File: config.mk
export PLATFORM = sky130hd
export DESIGN_NAME = reg_file_buffered
export DESIGN_NICKNAME = d
export VERILOG_FILES = /design/src/rtl/reg_file_buffered.sv
export SDC_FILE = /design/constraint.sdc
export NUM_CORES = 1
export LEC_CHECK = 0
export ABC_AREA = 1
export CAP_MARGIN = 25
export CORE_MARGIN = 2
export CORE_UTILIZATION = 55
export DETAILED_ROUTE_END_ITERATION = 10
export PLACE_DENSITY = 0.79
export SLEW_MARGIN = 20
export SYNTH_ARGS = -nofsm -noshare
export SYNTH_HDL_FRONTEND = slang
export SYNTH_SLANG_ARGS = --single-unit
File: constraint.sdc
create_clock -name CLK -period 1.76 [get_ports CLK]
set_input_delay 0.352 -clock CLK [delete_from_list [all_inputs] [get_ports CLK]]
set_output_delay 0.352 -clock CLK [all_outputs]
set_load 0.02 [all_outputs]
File: src/rtl/reg_file_buffered.sv
// reg_file_buffered
//   General-purpose register file for the 8-bit CPU datapath with two
//   combinational read ports and a one-entry pending-write buffer. A write
//   that arrives while the memory system is stalled (BUSY) is parked in the
//   buffer and retired into the array once BUSY drops.
//
// Parameters
//   WIDTH    bits per register
//   DEPTH    number of registers (power of 2, >= 2)
//   AW       address width, derived from DEPTH (do not override)
//   BYPASS   1 = a write accepted this cycle is forwarded to the read ports
//   ZERO_REG 1 = register 0 reads as 0 and writes to it are dropped
//
// Ports
//   CLK          clock, all state changes on the rising edge
//   RESET        synchronous active-low reset
//   IN           write data
//   INADDRESS    write address
//   WRITE        write request
//   BUSY         memory stall, array may not be written while high
//   OUT1ADDRESS  read port 1 address
//   OUT2ADDRESS  read port 2 address
//   OUT1         read port 1 data (combinational)
//   OUT2         read port 2 data (combinational)
//   PENDING      pending-write buffer occupied (registered)
//   STALL        write cannot be accepted this cycle (PENDING & BUSY)

module reg_file_buffered #(
    parameter int WIDTH    = 8,
    parameter int DEPTH    = 8,
    parameter int AW       = $clog2(DEPTH),
    parameter int BYPASS   = 1,
    parameter int ZERO_REG = 0
) (
    input  logic             CLK,
    input  logic             RESET,
    input  logic [WIDTH-1:0] IN,
    input  logic [AW-1:0]    INADDRESS,
    input  logic             WRITE,
    input  logic             BUSY,
    input  logic [AW-1:0]    OUT1ADDRESS,
    input  logic [AW-1:0]    OUT2ADDRESS,
    output logic [WIDTH-1:0] OUT1,
    output logic [WIDTH-1:0] OUT2,
    output logic             PENDING,
    output logic             STALL
);

    logic [WIDTH-1:0] mem [DEPTH];
    logic             pending;
    logic [AW-1:0]    buf_addr;
    logic [WIDTH-1:0] buf_data;

    logic             accept;
    logic             discard;
    logic             accept_store;

    // A write is taken whenever the buffer is not both full and blocked.
    // Writes to a hardwired-zero r0 are taken (so the requester moves on)
    // but never reach the array or the buffer.
    always_comb begin
        STALL        = pending & BUSY;
        accept       = WRITE & ~STALL & RESET;
        discard      = (ZERO_REG != 0) && (INADDRESS == '0);
        accept_store = accept & ~discard;
        PENDING      = pending;
    end

    // State update. The retire and the direct write are both issued as
    // non-blocking assignments in this order, so when they hit the same
    // register the newer direct write is the one that lands.
    always_ff @(posedge CLK) begin
        if (!RESET) begin
            for (int i = 0; i < DEPTH; i++) begin
                mem[i] <= '0;
            end
            pending  <= 1'b0;
            buf_addr <= '0;
            buf_data <= '0;
        end else begin
            if (!BUSY && pending) begin
                mem[buf_addr] <= buf_data;
                pending       <= 1'b0;
            end
            if (!BUSY && accept_store) begin
                mem[INADDRESS] <= IN;
            end
            if (BUSY && !pending && accept_store) begin
                buf_addr <= INADDRESS;
                buf_data <= IN;
                pending  <= 1'b1;
            end
        end
    end

    // Read port 1: zero register, then same-cycle forward, then the
    // buffered write (newer than the array), then the array itself.
    always_comb begin
        OUT1 = mem[OUT1ADDRESS];
        if ((ZERO_REG != 0) && (OUT1ADDRESS == '0)) begin
            OUT1 = '0;
        end else if ((BYPASS != 0) && accept && (INADDRESS == OUT1ADDRESS)) begin
            OUT1 = IN;
        end else if (pending && (buf_addr == OUT1ADDRESS)) begin
            OUT1 = buf_data;
        end
    end

    // Read port 2: same priority order as port 1.
    always_comb begin
        OUT2 = mem[OUT2ADDRESS];
        if ((ZERO_REG != 0) && (OUT2ADDRESS == '0)) begin
            OUT2 = '0;
        end else if ((BYPASS != 0) && accept && (INADDRESS == OUT2ADDRESS)) begin
            OUT2 = IN;
        end else if (pending && (buf_addr == OUT2ADDRESS)) begin
            OUT2 = buf_data;
        end
    end

endmodule
==> impl_metrics.toml <==
[run_status]
outcome = "finished with violations"
violations = "setup timing"

[final_layout]
drive_gt1_frac = 0.281
area_growth_pct = 36.3
nets = 900
fill_cells = 684
diodes = 0

[worst_setup_path]
worstPathRequired_ps = 1410
start_kind = "register"
worst_ep_arrival_time_ps = 1770
path_class = "reg -> out"
crit_fanout = 6
path_cells = "nor2_1 > nor2_4 > buf_12 > buf_4 > nand3b_1 > nand2_1 > o21ai_2 > buf_6"
max_stage_delay_ps = 360
slowest_stage = "dfxtp_2"
critPathCaptureType = "primary output"

[global_routing]
gr-usage-all-layers = 0.385
overflow = 0
grt_max_degree = 33
antenna_found_initial = 0
first_global_vias = 5827
grt_pass1_wl_um = 31400

[pwr]
p_leak_nw = 3.35
p_sw_frac = 0.328
p_comb_frac = 0.271
seqPwrFrac = 0.440
power_density_nw_per_um2 = 643
peakVddDrop_mv = 0.353
p_clk_frac = 0.289
p_int_mw = 3.21
p_sw_mw = 1.56

[floorplanning]
rows = 36
die_w_um = 104
dieArea_um2 = 10700
core_um2 = 9680
die_y_um = 104
io_pins = 39
initial_core_util = 0.563

[routing]
drtIter0Drc = 654
drt-met1-wl_um = 7530
viasPerCell = 6.01
dr.max_layer_used = "met4"
ant_nets = 0
drc = 0
finalWirelength_um = 20800
wl_per_cell_um = 20.5
dr.pass1.iters = 7
dr_total_vias = 6115
wl_met3_um = 2940
met2WireLength_um = 9070

[cts]
numCtsBuffers = 9
cts_tree = "built"
cts.sinks = 76
cts_max_path_buffers = 2
clkLatencyLatePin_ps = 370
ctsHoldBuffers = 0
root_buffer = "clkbuf_8"
htreeDepth = 3
clk_pin_slew_ps = 90

[sta]
finalHoldViolCount = 0
period_share = 1.21
tightestPinTransition_ps = 371
setup_viol_count_final = 16
timing.hold.ws_ps = 527
slew_violations = 0
slew_headroom = 0.753
layout_min_cycle_time_ps = 2120
clock-skew-final_ps = 8.56
max_freq_mhz = 471
rsz0062_at_grt = "yes"
fin_ws_ps = -362

[yosys]
yosys_warnings = 0
yosys_register_bits = 76
synth_cell_types = 25
synth_area_um2 = 5450
synth_top_area_frac = 0.353
synth.area.top_cells = "edfxtp_1, nand3_1, nand2_1, o21ai_1, inv_1"
syn_avg_cell_area_um2 = 7.17
ys_seq_area_frac = 0.397
synth_area_leader_cell = "edfxtp_1"
syn_inst = 760
synthesis.nets = 781

[job]
drv_cap = 0

[placed_design]
portBuffers = 38
hpwlAfterDp_um = 14500
pre_cts_slack_ps = -1060
gp_congestion = 1.02

[worst_hold_path]
worst_hold_path_type = "in -> reg"
-- power by group through the flow --
stage | Clock (mW) | Combinational (mW) | Sequential [mW]
after global placement | 0 | 1.14 | 2.14
final | 1.38 | 1.29 | 2.10
after CTS | 1.35 | 1.20 | 2.10
after detailed placement | 0 | 1.15 | 2.14
after global routing | 1.42 | 1.36 | 2.10
after floorplan | 0 | 0.594 | 2.11
-- Yosys cell counts --
cell type / n
a21oi_1: 22
a21oi_2: 1
buf_1: 5
buf_2: 13
buf_4: 4
buf_6: 10
clkbuf_1: 14
clkinv_2: 1
dfxtp_1: 12
edfxtp_1: 64
inv_1: 75
inv_2: 12
inv_4: 1
nand2_1: 199
nand2_2: 4
nand3_1: 179
nand3b_1: 4
nand4_4: 8
nor2_1: 34
nor2_2: 8
nor2_4: 4
nor2_8: 1
o21ai_0: 2
o21ai_1: 79
xor2_1: 4
-- cell families after synthesis --
| group | Yosys count | synth area share |
|---|---|---|
| AND/OR/NAND/NOR | 441 | 0.387 |
| XOR/XNOR | 4 | 0.00643 |
| flip-flops | 76 | 0.397 |
| AO/OA/AOI/OAI | 104 | 0.0962 |
| buffers and inverters | 135 | 0.113 |
-- per-stage QoR --
step | instance area (um^2) | std cells | setup TNS [ps] | utilization | total power [mW]
floorplan | 5500 | 760 | -5.00 | - | 2.70
global placement | 6850 | 987 | -73420 | 0.707 | 3.27
detailed placement | 6850 | 987 | -77310 | 0.707 | 3.28
CTS | 7260 | 1007 | -4240 | 0.750 | 4.65
global route | 7420 | 1017 | -6050 | 0.767 | 4.88
finish | 7420 | 1017 | -5140 | 0.767 | 4.77
-- flip-flops by register name, indices dropped and copies added (netlist names) --
signal / count
mem: 64
buf_data: 8
buf_addr: 3
PENDING: 1
-- cells in the final DEF, fill, tap and decap left out, types with 2 or more instances in the layout --
| cell | count |
|---|---|
| inv_4 | 6 |
| o21ai_1 | 73 |
| nand4_4 | 8 |
| nor2_4 | 7 |
| nand2_2 | 13 |
| a21oi_4 | 2 |
| o21ai_0 | 2 |
| clkinv_2 | 4 |
| buf_6 | 18 |
| a21oi_2 | 9 |
| clkinvlp_4 | 3 |
| edfxtp_1 | 64 |
| a21oi_1 | 12 |
| buf_4 | 84 |
| inv_1 | 72 |
| buf_12 | 27 |
| clkdlybuf4s15_1 | 3 |
| nor2_2 | 16 |
| dfxtp_4 | 3 |
| nand3_2 | 10 |
| nand3_1 | 168 |
| dfxtp_1 | 8 |
| clkbuf_8 | 9 |
| xor2_1 | 4 |
| nand2_4 | 4 |
| nor2_1 | 23 |
| nand3b_1 | 4 |
| nand2_1 | 187 |
| inv_2 | 10 |
| dlygate4sd2_1 | 8 |
| o21ai_2 | 6 |
| clkdlybuf4s50_1 | 8 |
-- worst paths after layout --
| check | start | to | slack [ps] | depth (start not counted) |
|---|---|---|---|---|
| max | buf_addr[0] | OUT2[3] | -360 | 8 |
| min | BUSY | PENDING | 530 | 4 |
| max reg2reg | PENDING | mem[0][3] | 40 | 9 |
| min reg2reg | buf_data[0] | buf_data[0] | 570 | 2 |
-- repair_timing --
action	CTS	global route
buffers inserted	1	10
gates cloned	3	0
pin swaps	19	16
resized for setup	156	28
endpoints found under the hold margin	0	0
endpoints found under the setup margin	146	100
-- area by class of cell --
cell class	count	area [um^2]	share of cell area
clock buffers	9	124	0.0167
clock inverters	7	67.6	0.00910
inverters	89	350	0.0472
multi-input cells	550	2910	0.391
flip-flops and latches	76	2170	0.293
well taps	133	166	0.0224
repair buffers	153	1640	0.220
-- worst max-delay path, delay by kind of cell (launching register included) --
family          cells  cell delay, ps
simple gates        4             480
buf+inv             3             410
flops               1             360
compound gates      1             160
-- metal layers --
| layer | up-vias | global-route usage |
|---|---|---|
| li1 | 2782 | - |
| met1 | 2753 | 0.488 |
| met2 | 471 | 0.598 |
| met3 | 109 | 0.111 |
| met4 | 0 | 0.202 |
| met5 | - | 0 |
Note: power is estimated with default switching activity, not from simulation.
